$ cat src/rtl/uart_bus_loader_pkg.sv
// Shared constants and state encoding for the UART bus loader.
package uart_bus_loader_pkg;

  localparam logic [7:0] CMD_WRITE = 8'h57;
  localparam logic [7:0] CMD_READ  = 8'h52;
  localparam logic [7:0] CMD_GO    = 8'h47;
  localparam logic [7:0] CMD_HALT  = 8'h48;

  localparam logic [7:0] RSP_OK  = 8'h4B;
  localparam logic [7:0] RSP_ERR = 8'h45;
  localparam logic [7:0] RSP_UNK = 8'h3F;

  localparam int BYTE_CNT_W = 2;

  typedef enum logic [2:0] {
    ST_IDLE,
    ST_ADDR,
    ST_DATA,
    ST_BUS,
    ST_RESP
  } state_t;

endpackage

$ cat src/rtl/uart_bus_loader_resp_ser.sv
// Reply serializer: sends a 1- or 4-byte reply LSB first over a valid/ready byte link.
module loader_resp_ser (
  input  logic        clk,
  input  logic        resetn,
  input  logic        load,
  input  logic        len4,
  input  logic [31:0] word,
  input  logic        tx_ready,
  output logic        tx_valid,
  output logic [7:0]  tx_data,
  output logic        done
);

  logic [23:0] pending;
  logic [1:0]  remaining;

  // remaining counts bytes still queued behind the one currently on tx_data
  always_ff @(posedge clk or negedge resetn) begin
    if (!resetn) begin
      tx_valid  <= 1'b0;
      tx_data   <= 8'h00;
      pending   <= 24'h0;
      remaining <= 2'd0;
      done      <= 1'b0;
    end else begin
      done <= 1'b0;
      if (load) begin
        tx_valid  <= 1'b1;
        tx_data   <= word[7:0];
        pending   <= word[31:8];
        remaining <= len4 ? 2'd3 : 2'd0;
      end else if (tx_valid && tx_ready) begin
        if (remaining == 2'd0) begin
          tx_valid <= 1'b0;
          done     <= 1'b1;
        end else begin
          tx_data   <= pending[7:0];
          pending   <= {8'h00, pending[23:8]};
          remaining <= remaining - 2'd1;
        end
      end
    end
  end

endmodule

$ cat src/rtl/uart_bus_loader.sv
// Debug/boot bus initiator: parses UART commands, issues word bus accesses, owns CPU run control.
module uart_bus_loader
  import uart_bus_loader_pkg::*;
#(
  parameter logic [23:0] BYTE_TIMEOUT = 24'd2_000_000,
  parameter logic [15:0] BUS_TIMEOUT  = 16'd1024,
  parameter logic        RUN_AT_RESET = 1'b0
) (
  input  logic        clk,
  input  logic        resetn,
  input  logic        rx_valid,
  input  logic [7:0]  rx_data,
  output logic        tx_valid,
  output logic [7:0]  tx_data,
  input  logic        tx_ready,
  output logic        mem_valid,
  output logic [31:0] mem_addr,
  output logic [31:0] mem_wdata,
  output logic [3:0]  mem_wstrb,
  input  logic        mem_ready,
  input  logic [31:0] mem_rdata,
  output logic        cpu_run,
  output logic        overrun
);

  state_t                state;
  logic [BYTE_CNT_W-1:0] byte_cnt;
  logic                  is_write;
  logic [31:0]           addr_sh;
  logic [31:0]           data_sh;
  logic [23:0]           byte_timer;
  logic [15:0]           bus_timer;
  logic                  resp_load;
  logic                  resp_len4;
  logic [31:0]           resp_word;
  logic                  resp_done;

  always_ff @(posedge clk or negedge resetn) begin
    if (!resetn) begin
      state      <= ST_IDLE;
      byte_cnt   <= '0;
      is_write   <= 1'b0;
      addr_sh    <= 32'h0;
      data_sh    <= 32'h0;
      byte_timer <= 24'h0;
      bus_timer  <= 16'h0;
      resp_load  <= 1'b0;
      resp_len4  <= 1'b0;
      resp_word  <= 32'h0;
      mem_valid  <= 1'b0;
      mem_addr   <= 32'h0;
      mem_wdata  <= 32'h0;
      mem_wstrb  <= 4'h0;
      cpu_run    <= RUN_AT_RESET;
      overrun    <= 1'b0;
    end else begin
      resp_load <= 1'b0;
      if (rx_valid && (state == ST_BUS || state == ST_RESP))
        overrun <= 1'b1;

      case (state)
        ST_IDLE: begin
          if (rx_valid) begin
            byte_cnt   <= '0;
            byte_timer <= 24'h0;
            case (rx_data)
              CMD_WRITE: begin
                is_write <= 1'b1;
                state    <= ST_ADDR;
              end
              CMD_READ: begin
                is_write <= 1'b0;
                state    <= ST_ADDR;
              end
              CMD_GO, CMD_HALT: begin
                cpu_run   <= (rx_data == CMD_GO);
                resp_word <= {24'h0, RSP_OK};
                resp_len4 <= 1'b0;
                resp_load <= 1'b1;
                state     <= ST_RESP;
              end
              default: begin
                resp_word <= {24'h0, RSP_UNK};
                resp_len4 <= 1'b0;
                resp_load <= 1'b1;
                state     <= ST_RESP;
              end
            endcase
          end
        end

        // A byte landing on the expiry cycle still counts and restarts the timer
        ST_ADDR, ST_DATA: begin
          if (rx_valid) begin
            byte_timer <= 24'h0;
            byte_cnt   <= byte_cnt + 1'b1;
            if (state == ST_ADDR)
              addr_sh <= {rx_data, addr_sh[31:8]};
            else
              data_sh <= {rx_data, data_sh[31:8]};
            if (&byte_cnt)
              state <= (state == ST_ADDR && is_write) ? ST_DATA : ST_BUS;
          end else if (byte_timer == BYTE_TIMEOUT - 24'd1) begin
            state <= ST_IDLE;
          end else begin
            byte_timer <= byte_timer + 24'd1;
          end
        end

        ST_BUS: begin
          if (!mem_valid) begin
            mem_valid <= 1'b1;
            mem_addr  <= addr_sh & 32'hFFFF_FFFC;
            mem_wstrb <= is_write ? 4'hF : 4'h0;
            if (is_write)
              mem_wdata <= data_sh;
            bus_timer <= 16'h0;
          end else if (mem_ready) begin
            mem_valid <= 1'b0;
            resp_word <= is_write ? {24'h0, RSP_OK} : mem_rdata;
            resp_len4 <= !is_write;
            resp_load <= 1'b1;
            state     <= ST_RESP;
          end else if (bus_timer == BUS_TIMEOUT - 16'd1) begin
            mem_valid <= 1'b0;
            resp_word <= {24'h0, RSP_ERR};
            resp_len4 <= 1'b0;
            resp_load <= 1'b1;
            state     <= ST_RESP;
          end else begin
            bus_timer <= bus_timer + 16'd1;
          end
        end

        ST_RESP: begin
          if (resp_done)
            state <= ST_IDLE;
        end

        default: state <= ST_IDLE;
      endcase
    end
  end

  loader_resp_ser u_resp_ser (
    .clk      (clk),
    .resetn   (resetn),
    .load     (resp_load),
    .len4     (resp_len4),
    .word     (resp_word),
    .tx_ready (tx_ready),
    .tx_valid (tx_valid),
    .tx_data  (tx_data),
    .done     (resp_done)
  );

endmodule

$ cat config.mk
export PLATFORM = sky130hd
export DESIGN_NAME = uart_bus_loader
export DESIGN_NICKNAME = d
export VERILOG_FILES = /design/src/rtl/uart_bus_loader_pkg.sv /design/src/rtl/uart_bus_loader_resp_ser.sv /design/src/rtl/uart_bus_loader.sv
export SDC_FILE = /design/constraint.sdc
export NUM_CORES = 1
export LEC_CHECK = 0
export ABC_AREA = 1
export BUFFER_PORTS_ARGS = -buffer_cell sky130_fd_sc_hd__buf_4
export CORE_MARGIN = 2
export CORE_UTILIZATION = 63
export CTS_CLUSTER_DIAMETER = 100
export CTS_CLUSTER_SIZE = 28
export DETAILED_ROUTE_END_ITERATION = 8
export GPL_TIMING_DRIVEN = 0
export PLACE_DENSITY = 0.85
export SKIP_CTS_REPAIR_TIMING = 1
export SLEW_MARGIN = 20
export SYNTH_ARGS = -nofsm -noshare
export SYNTH_HDL_FRONTEND = slang
export SYNTH_SLANG_ARGS = --single-unit
export TNS_END_PERCENT = 100
$ cat constraint.sdc
create_clock -name clk -period 3 [get_ports clk]
set_clock_uncertainty 0.15 [all_clocks]
set_input_delay 0.6 -clock clk [delete_from_list [all_inputs] [get_ports clk]]
set_output_delay 0.6 -clock clk [all_outputs]
set_load 0.01 [all_outputs]
==> results of run 1 <==
## metal layers
metal	wire (µm)	up-vias	share of wire, %
met3	1580	36	6.2
met5	0	-	0
met1	10900	4371	42
li1	-	4313	-
met2	12800	301	50
met4	406	0	1.6
## cells by family after synthesis
family	count (synthesis)	synth area share, %
flops	244	55.9
xor+xnor	13	1.04
buf+inv	207	8.26
compound gates	206	10.4
other cells	1	0.0343
simple gates	575	23.1
mux	8	0.824
fa+ha+maj	4	0.458
## critical path, stage by stage, from the launching register on
cell and delay (ps):
dfrtp_1 330, inv_1 60, ha_1 230, nor2_1 340, inv_1 110, nor2_1 640, a211oi_1 190
## power groups by stage
stage                     combinational, mW  clock [mW]  sequential [mW]
final                                  1.27        1.79             3.66
after global routing                   1.42        1.92             3.68
after CTS                              1.28        1.82             3.65
after detailed placement               1.27           0             3.72
after global placement                 1.22           0             3.71
after floorplan                       0.765           0             3.71
## layout by cell type (no fill, tap or decap), types with 21 or more instances in the layout
cell type and n:
nand4_1 21, clkbuf_1 27, nor3_1 22, o21ai_0 111, nand2_1 314, nor2_1 107
o21ai_1 41, dfrtp_1 244, buf_4 127, nand3_1 82, inv_1 143
## cell type report
class | count | area (µm²) | area share (%)
Clock inverter | 1 | 8.76 | 0.0699
Inverter | 151 | 572 | 4.57
Timing Repair Buffer | 124 | 978 | 7.81
Tap cell | 225 | 282 | 2.25
Buffer | 56 | 330 | 2.64
Multi-Input combinational cell | 808 | 3920 | 31.3
Clock buffer | 13 | 325 | 2.60
Sequential cell | 244 | 6110 | 48.8
## state kept, by name, summed over array words and instances, names as in the netlist
| signal | count |
|---|---|
| u_resp_ser.pending | 24 |
| byte_cnt | 2 |
| addr_sh | 30 |
| resp_load | 1 |
| is_write | 1 |
| resp_len4 | 1 |
| mem_wdata | 32 |
| u_resp_ser.tx_valid | 1 |
| bus_timer | 16 |
| resp_word | 32 |
| mem_addr | 30 |
| overrun | 1 |
| cpu_run | 1 |
| u_resp_ser.remaining | 2 |
| byte_timer | 24 |
| u_resp_ser.done | 1 |
| state | 3 |
| u_resp_ser.tx_data | 8 |
| data_sh | 32 |
| mem_valid | 1 |
| mem_wstrb | 1 |
## path summary, 6_finish.rpt
check	to	cells past startpoint
worst min register to register	mem_addr[2]$_DFFE_PN0P_	2
worst max-delay path	u_resp_ser.tx_data[3]$_DFFE_PN0P_	6
worst min-delay path	mem_addr[24]$_DFFE_PN0P_	1
min in group clk	resp_word[25]$_DFFE_PN0P_	3
worst max register to register	u_resp_ser.tx_data[3]$_DFFE_PN0P_	6
max in group asynchronous	u_resp_ser.pending[10]$_DFFE_PN0P_	2
## through the flow
step	hold slack, ps	utilization, %
after global placement	306	70.9
final	-22.2	73.2
after global routing	31.6	73.2
after detailed placement	310	71.2
after floorplan	154	-
after CTS	-4.20	73.2
==> flow_summary.toml, run 1 <==
[drt]
post_drt_via_cell_ratio = 5.56
num_vias = 9021
drt_first_pass_iters = 5
routed_wl_um = 25700
drtAntennaViolNets = 0
drt_first_iter_violations = 631
drc = 0
wl_per_cell_um = 15.8

[finish]
fin_area_um2 = 12500
area_growth_pct = 14.6
insertedDiodeCount = 0
fillerInstances = 1260
final_cells = 1622
final_nets = 1446
drive_above_1_share_pct = 15.4

[logic_synthesis]
yosys.area.top_type = "dfrtp_1"
yosys.cell_types.count = 45
syn_area_per_cell_um2 = 8.69
synth_top_area_share_pct = 55.9
synthesis.instances = 1258
synthTopCellsByArea = "dfrtp_1, nand2_1, o21ai_0"
ys_top_cells_by_count = "nand2_1, dfrtp_1, inv_1"
synth-edff-count = 0
async_flop_share_pct = 100
synth_warnings = 0
synth.most_common_cell = "nand2_1"
synth_flop_cell = "dfrtp_1"
ys_seq_elements = 244
syn_area_um2 = 10900
seq_area_frac_synth_pct = 55.9

[placed_design]
dpl_cell_area_um2 = 12200
place_ws_ps = 603
place.port_buffers = 122
dp_hpwl_um = 18500
routabilityCongestion = 0.916
dp_cells = 1608

[status]
outcome = "finished with violations"
violations = "negative hold slack"

[worst_setup_path]
r2r-start = "u_resp_ser.remaining[0]$_DFFE_PN0P_"
worstPathMaxFanout = 10
critPathArrivalTime_ps = 2380
crit_type = "reg -> reg"
crit_path_start_kind = "flop"
crit_start = "u_resp_ser.remaining[0]$_DFFE_PN0P_"
cp.required_ps = 3160
crit_path_end_kind = "flop"
rrSetupSlack_ps = 780

[clocking]
path_clk_slew_ps = 110
htreeDepth = 1
cts_root_buf = "clkbuf_16"
tritoncts = "yes"
cts_inserted_buffers = 12
clk_latency_ps = 480
clock-sinks = 244
clk_path_buf_depth = 3

[sta]
whs_ps = -22.2
max_freq_mhz = 450
slew_headroom_pct = 45.0
final-hold-violation-count = 29
setup_tns_ps = 0
setup_viol = 0
fin_crit_ps = 2220
slew_violations = 0
finalWorstSetupSlack_ps = 776
worst_slew_pin_slew_ps = 822
finalCritPeriodShare_pct = 74.1
rsz0062_at_grt = "false"

[pwr]
p_sw_share_pct = 29.0
p_int_mw = 4.77
leakage_nw = 6.09
vdd_drop_max_uv = 428
finalPower_mw = 6.71
seq_power_share_pct = 54.4
clockPowerShare_pct = 26.6
switchingPower_mw = 1.95
comb_power_share_pct = 18.9
power.density_nw_per_um2 = 536

[job]
maxCapViolCount = 0

[global_route]
grt_max_degree = 90
antenna_found_initial = 0
grt_use_total_pct = 28.7
grt_overflow = 0
grtUsageMet2_pct = 49.7
grt_pass1_wl_um = 42600
grt-busiest-layer = "met2"
use_met1_pct = 39.6
grt_use_met3_pct = 3.03
grt_pass1_vias = 8759

[floorplan]
fp.coreArea_um2 = 17100
rows = 48
die_h_um = 136
die-area_um2 = 18400
die_w_um = 136
start_util_pct = 63.8
ios = 125

[min_path]
hold_class = "in -> async"
Power figures use the tool's default switching activity.
==> run 2: changes to the inputs <==
- ABC_AREA: 1 -> 0
- CORE_UTILIZATION: 63 -> 53
- PLACE_DENSITY: 0.85 -> 0.77
- clock period: 3 -> 1.9 ns (I/O delays scaled with it)
==> run 2 against run 1 <==
  * The flow finishes with violations (negative hold slack, negative setup slack)
  * Synthesized area decreased by 3.8%
  * Critical path depth grew 2
  * Combinational power up 110%
  * Clock-buffer cell count is the same
  * Flip-flop and latch count unchanged
  * Total power grew 68%
  * Critical endpoint is now byte_timer[14]$_DFFE_PN0P_
  * Largest cell class unchanged
  * Largest power group unchanged
==> flow_summary.toml, run 2 <==
[worst_setup_path]
regToRegEndpoint = "byte_timer[14]$_DFFE_PN0P_"
worstPathMaxFanout = 10
crit_type = "reg -> reg"
crit_path_end_kind = "flop"
cp.buffers_inverters = 3
crit_cells = 8
cp-endpoint = "byte_timer[14]$_DFFE_PN0P_"
cp.required_ps = 2160
crit_path_start_kind = "flop"
slowest_stage = "or4_4"
rrSetupSlack_ps = -470
critPathArrivalTime_ps = 2630
rr_worst_depth = 8
r2r-start = "byte_timer[12]$_DFFE_PN0P_"
cp_cell_sequence = "or4_4 -> nor4_4 -> buf_4 -> a21o_4 -> buf_6 -> buf_8 -> a22oi_1 -> o21ai_1"
critical_path.top_delay_family = "simple AND/OR/NAND/NOR gates"
crit_start = "byte_timer[12]$_DFFE_PN0P_"
cpPeakStageDelay_ps = 530

[sta]
rsz0062_at_grt = "true"
finalCritPeriodShare_pct = 125
setup_viol = 139
max_freq_mhz = 422
final-hold-violation-count = 6
finalWorstSetupSlack_ps = -469
worst_slew_pin_slew_ps = 602
whs_ps = -16.5
slew_violations = 0
fin_crit_ps = 2370
slew_headroom_pct = 59.9
setup_tns_ps = -28950

[logic_synthesis]
synthesis.instances = 904
seq_area_frac_synth_pct = 58.1
ys_seq_elements = 244
synth_top_area_share_pct = 58.1
async_flop_share_pct = 100
yosys.area.top_type = "dfrtp_1"
syn_area_per_cell_um2 = 11.6
ys_top_cells_by_count = "dfrtp_1, nand2_1, mux2_2"
yosys.cell_types.count = 62
synth-edff-count = 0
synth_warnings = 0
synth.most_common_cell = "dfrtp_1"
syn_area_um2 = 10500
synthTopCellsByArea = "dfrtp_1, mux2_2, nand2_1"
synth_flop_cell = "dfrtp_1"

[clocking]
cts_inserted_buffers = 12
tritoncts = "yes"
htreeDepth = 1
clk_latency_ps = 490
path_clk_slew_ps = 110
clk_path_buf_depth = 3
clock-sinks = 244
cts_root_buf = "clkbuf_16"

[finish]
insertedDiodeCount = 0
area_growth_pct = 32.3
utilization_pct = 71.5
drive_above_1_share_pct = 44.5
final_common_cell = "dfrtp_1"
final_nets = 1156
ff_latch_area_um2 = 6120
fillerInstances = 1300
fin_area_um2 = 13900
multi_input_area_um2 = 4810
reg_top3 = "data_sh (32), mem_wdata (32), resp_word (32)"
mostFrequentLayoutCells = "dfrtp_1, buf_4, nand2_1, mux2_2, o21ai_0"

[floorplan]
die_w_um = 145
rows = 51
die-area_um2 = 21000
fp.coreArea_um2 = 19500
ios = 125
die_h_um = 145
start_util_pct = 54.0

[global_route]
grt_max_degree = 103
grt_overflow = 0
antenna_found_initial = 0
grt_pass1_wl_um = 37500
grt_pass1_vias = 7172
grt_use_total_pct = 22.4

[drt]
num_vias = 7814
drt_first_pass_iters = 5
wl_per_cell_um = 19.0
routed_wl_um = 26100
post_drt_via_cell_ratio = 5.70
drtAntennaViolNets = 0
drc = 0
drt_first_iter_violations = 454

[pwr]
power.density_nw_per_um2 = 812
finalPower_mw = 11.3
leakage_nw = 6.65
vdd_drop_max_uv = 760

[placed_design]
place.port_buffers = 120
dp_hpwl_um = 16200
routabilityCongestion = 0.849
dpl_cell_area_um2 = 12300

[status]
outcome = "finished with violations"
violations = "negative hold slack, negative setup slack"

[job]
maxCapViolCount = 0

[min_path]
hold_class = "in -> reg"
-- run 2: layout make-up --
| class | instances | share of cell area, % |
|---|---|---|
| sequential | 244 | 44.0 |
| clock buffer | 13 | 2.34 |
| multi-input combinational | 591 | 34.6 |
| buffer | 53 | 3.81 |
| timing repair buffer | 193 | 12.5 |
| tap | 265 | 2.38 |
| inverter | 12 | 0.342 |
| clock inverter | 1 | 0.0629 |
-- run 2: routing by layer --
layer	GRT usage (%)	wire, µm	vias up
met4	4.65	670	0
li1	-	-	3591
met2	36.5	12900	180
met3	2.40	969	50
met5	0	0	-
met1	32.9	11500	3993
-- run 2: worst min path at each step --
stage / to / cells after the start / start / slack [ps]
global placement: overrun$_DFFE_PN0P_ / 1 / overrun$_DFFE_PN0P_ / 300
floorplan: addr_sh[10]$_DFFE_PN0P_ / 0 / resetn / -70
detailed placement: resp_word[9]$_DFFE_PN0P_ / 1 / resetn / 260
global route: resp_word[10]$_DFFE_PN0P_ / 3 / mem_rdata[10] / -0.9
finish: resp_word[15]$_DFFE_PN0P_ / 3 / mem_rdata[15] / -20
CTS: state[0]$_DFFE_PN0P_ / 1 / resetn / -260
-- run 2: kinds of logic (layout without fill, tap and decap cells) --
group | count (synthesis) | after routing | synth area share (%)
AND/OR/NAND/NOR | 266 | 266 | 12.7
flip-flops | 244 | 244 | 58.1
AO/OA/AOI/OAI | 154 | 155 | 8.84
multiplexers | 149 | 149 | 15.7
buffers and inverters | 71 | 272 | 2.97
XOR/XNOR | 15 | 15 | 1.25
adder cells (fa/ha/maj) | 4 | 4 | 0.476
other | 1 | 2 | 0.0357
-- run 2: metrics by stage --
step | setup WS, ps | instances
floorplan | -318 | 905
global placement | -1600 | 1290
detailed placement | -571 | 1292
CTS | -598 | 1306
global route | -575 | 1372
finish | -469 | 1372
-- run 2: power breakdown --
part           internal, mW  total, mW  switching [mW]  leakage (nW)
registers              5.47       5.72           0.249          3.26
clock network          1.25       2.87            1.63         0.165
logic                  1.28       2.70            1.42          3.22
-- run 2: tightest hold or removal path, stage by stage --
cell	delay (ps)
buf_4	110
nand2_1	40
o21ai_1	60
==> run 3: changes to the inputs <==
- CORE_UTILIZATION: 53 -> 46
- PLACE_DENSITY: 0.77 -> 0.68
==> run 3 against run 2 <==
  * The flow still finishes with violations (negative hold slack, negative setup slack)
  * Flip-flop and latch count unchanged
  * Combinational power rose by 8.9%
  * Register-to-register slack gained 40 ps
  * Sequential share of layout area fell by 1.6 points
  * Wire length is 1.5% higher
  * Via count decreased by 1.2%
  * Global-route usage down 2.7 points
  * Hold slack improved by 1.0 ps
  * Critical path depth shrank 3
  * Sequential power hardly changed
  * Non-clock buffer count is 21 higher
  * Cell count up 3.2%
  * Critical path type unchanged
  * Largest power group unchanged
  * Highest routed layer unchanged
==> flow_summary.toml, run 3 (synthesis gave the netlist of run 2 again) <==
[sta]
max_freq_mhz = 430
finalCritPeriodShare_pct = 122
slew_violations = 0
finalWorstSetupSlack_ps = -425
slew_headroom_pct = 58.8
final-hold-violation-count = 5
worst_slew_pin_slew_ps = 619
whs_ps = -15.5
fin_crit_ps = 2320
setup_tns_ps = -31180
setup_viol = 168
rsz0062_at_grt = "true"

[finish]
final_nets = 1177
drive_above_1_share_pct = 46.2
mostFrequentLayoutCells = "dfrtp_1, buf_4, nand2_1, mux2_2, mux2_4"
final_common_cell = "dfrtp_1"
final_cells = 1416
reg_top3 = "data_sh (32), mem_wdata (32), resp_word (32)"
area_growth_pct = 37.6

[pwr]
p_sw_share_pct = 29.4
vdd_drop_max_uv = 497
switchingPower_mw = 3.45
finalPower_mw = 11.7
leakage_nw = 6.87
seq_power_share_pct = 48.8
comb_power_share_pct = 25.0
p_int_mw = 8.29
power.density_nw_per_um2 = 812
clockPowerShare_pct = 26.2

[floorplan]
ios = 125
rows = 55
start_util_pct = 46.6
die_w_um = 155
fp.coreArea_um2 = 22600
die-area_um2 = 24100
die_h_um = 155

[placed_design]
dp_cells = 1312
routabilityCongestion = 0.806
place.port_buffers = 120
dp_hpwl_um = 16300

[clocking]
clk_latency_ps = 490
path_clk_slew_ps = 110
htreeDepth = 1
clk_path_buf_depth = 3
cts_inserted_buffers = 13
clock-sinks = 244
tritoncts = "yes"
cts_root_buf = "clkbuf_16"

[status]
outcome = "finished with violations"
violations = "negative hold slack, negative setup slack"

[global_route]
grt_use_met3_pct = 2.37
grt-busiest-layer = "met2"
grt_pass1_wl_um = 38600
grt_max_degree = 87
antenna_found_initial = 1
grt_use_total_pct = 19.7
grt_overflow = 0
grt_pass1_vias = 7222
use_met1_pct = 29.1
grtUsageMet2_pct = 31.6

[worst_setup_path]
cp.required_ps = 2130
critPathArrivalTime_ps = 2550
slowest_stage = "nand2b_1"
cpPeakStageDelay_ps = 460
cp_cell_sequence = "clkbuf_2 -> nand2b_1 -> o21ai_2 -> or3_1 -> mux2_4"
rr_worst_depth = 5
cp.buffers_inverters = 1
critical_path.top_delay_family = "simple AND/OR/NAND/NOR gates"
crit_type = "reg -> reg"
crit_path_start_kind = "flop"
worstPathMaxFanout = 9
crit_cells = 5
crit_path_end_kind = "flop"

[drt]
wl_per_cell_um = 18.7
drc = 0
drt_first_iter_violations = 428
drt_first_pass_iters = 4
num_vias = 7719
drtAntennaViolNets = 0
routed_wl_um = 26500
post_drt_via_cell_ratio = 5.45

[min_path]
min_path_cells = 3
hold_class = "in -> reg"

[job]
maxCapViolCount = 0
run 3: cell types whose count changed in the layout (fill, tap and decap cells not counted), sizes merged:
cell         delta
clkbuf          +8
buf             +7
dlygate4sd3     +7
inv             +2
a31oi           -1
diode           +1
run 3: power groups by stage:
stage | combinational (mW) | sequential, mW | clock, mW
finish | 2.94 | 5.73 | 3.08
global route | 3.11 | 5.76 | 3.35
CTS | 1.92 | 5.70 | 3.14
detailed placement | 1.91 | 5.80 | 0
global placement | 1.87 | 5.80 | 0
floorplan | 1.24 | 5.75 | 0
run 3: cell type report:
class                           instances  area [µm²]
Clock buffer                           14         329
Timing Repair Buffer                  214        2040
Multi-Input combinational cell        590        4950
Tap cell                              285         357
Antenna cell                            1        2.50
Buffer                                 53         573
Clock inverter                          3        48.8
Fill cell                            1685        8100
Inverter                               12        45.0
Sequential cell                       244        6130
run 3: routing by layer:
metal / up-vias / part of all wire [%]
met2: 133 / 48
met1: 3904 / 46
li1: 3649 / -
met5: - / 0
met4: 0 / 1.7
met3: 33 / 3.8
run 3: path summary, 6_finish.rpt:
| kind | startpoint | endpoint | slack (ps) |
|---|---|---|---|
| worst min register to register | overrun$_DFFE_PN0P_ | overrun$_DFFE_PN0P_ | 320 |
| min in group asynchronous | resetn | byte_timer[22]$_DFFE_PN0P_ | 310 |
| max in group asynchronous | resetn | mem_addr[10]$_DFFE_PN0P_ | 470 |
| worst max register to register | mem_valid$_DFFE_PN0P_ | state[0]$_DFFE_PN0P_ | -420 |
| worst min-delay path | mem_rdata[13] | resp_word[13]$_DFFE_PN0P_ | -20 |
| worst max-delay path | mem_valid$_DFFE_PN0P_ | state[0]$_DFFE_PN0P_ | -420 |
run 3: worst min-delay path, delay by kind of cell:
kind | cells | cell delay, ps
buf+inv | 1 | 110
simple gates | 1 | 50
compound gates | 1 | 50
run 3: metrics by stage:
step | utilization, % | worst slack [ps] | area (µm²) | hold slack [ps]
CTS | 56.1 | -592 | 12700 | -261
floorplan | - | -318 | 11000 | -65.6
detailed placement | 54.4 | -569 | 12300 | 260
finish | 64.1 | -425 | 14500 | -15.5
global route | 64.1 | -487 | 14500 | -3.35
global placement | 54.1 | -1690 | 12200 | 296
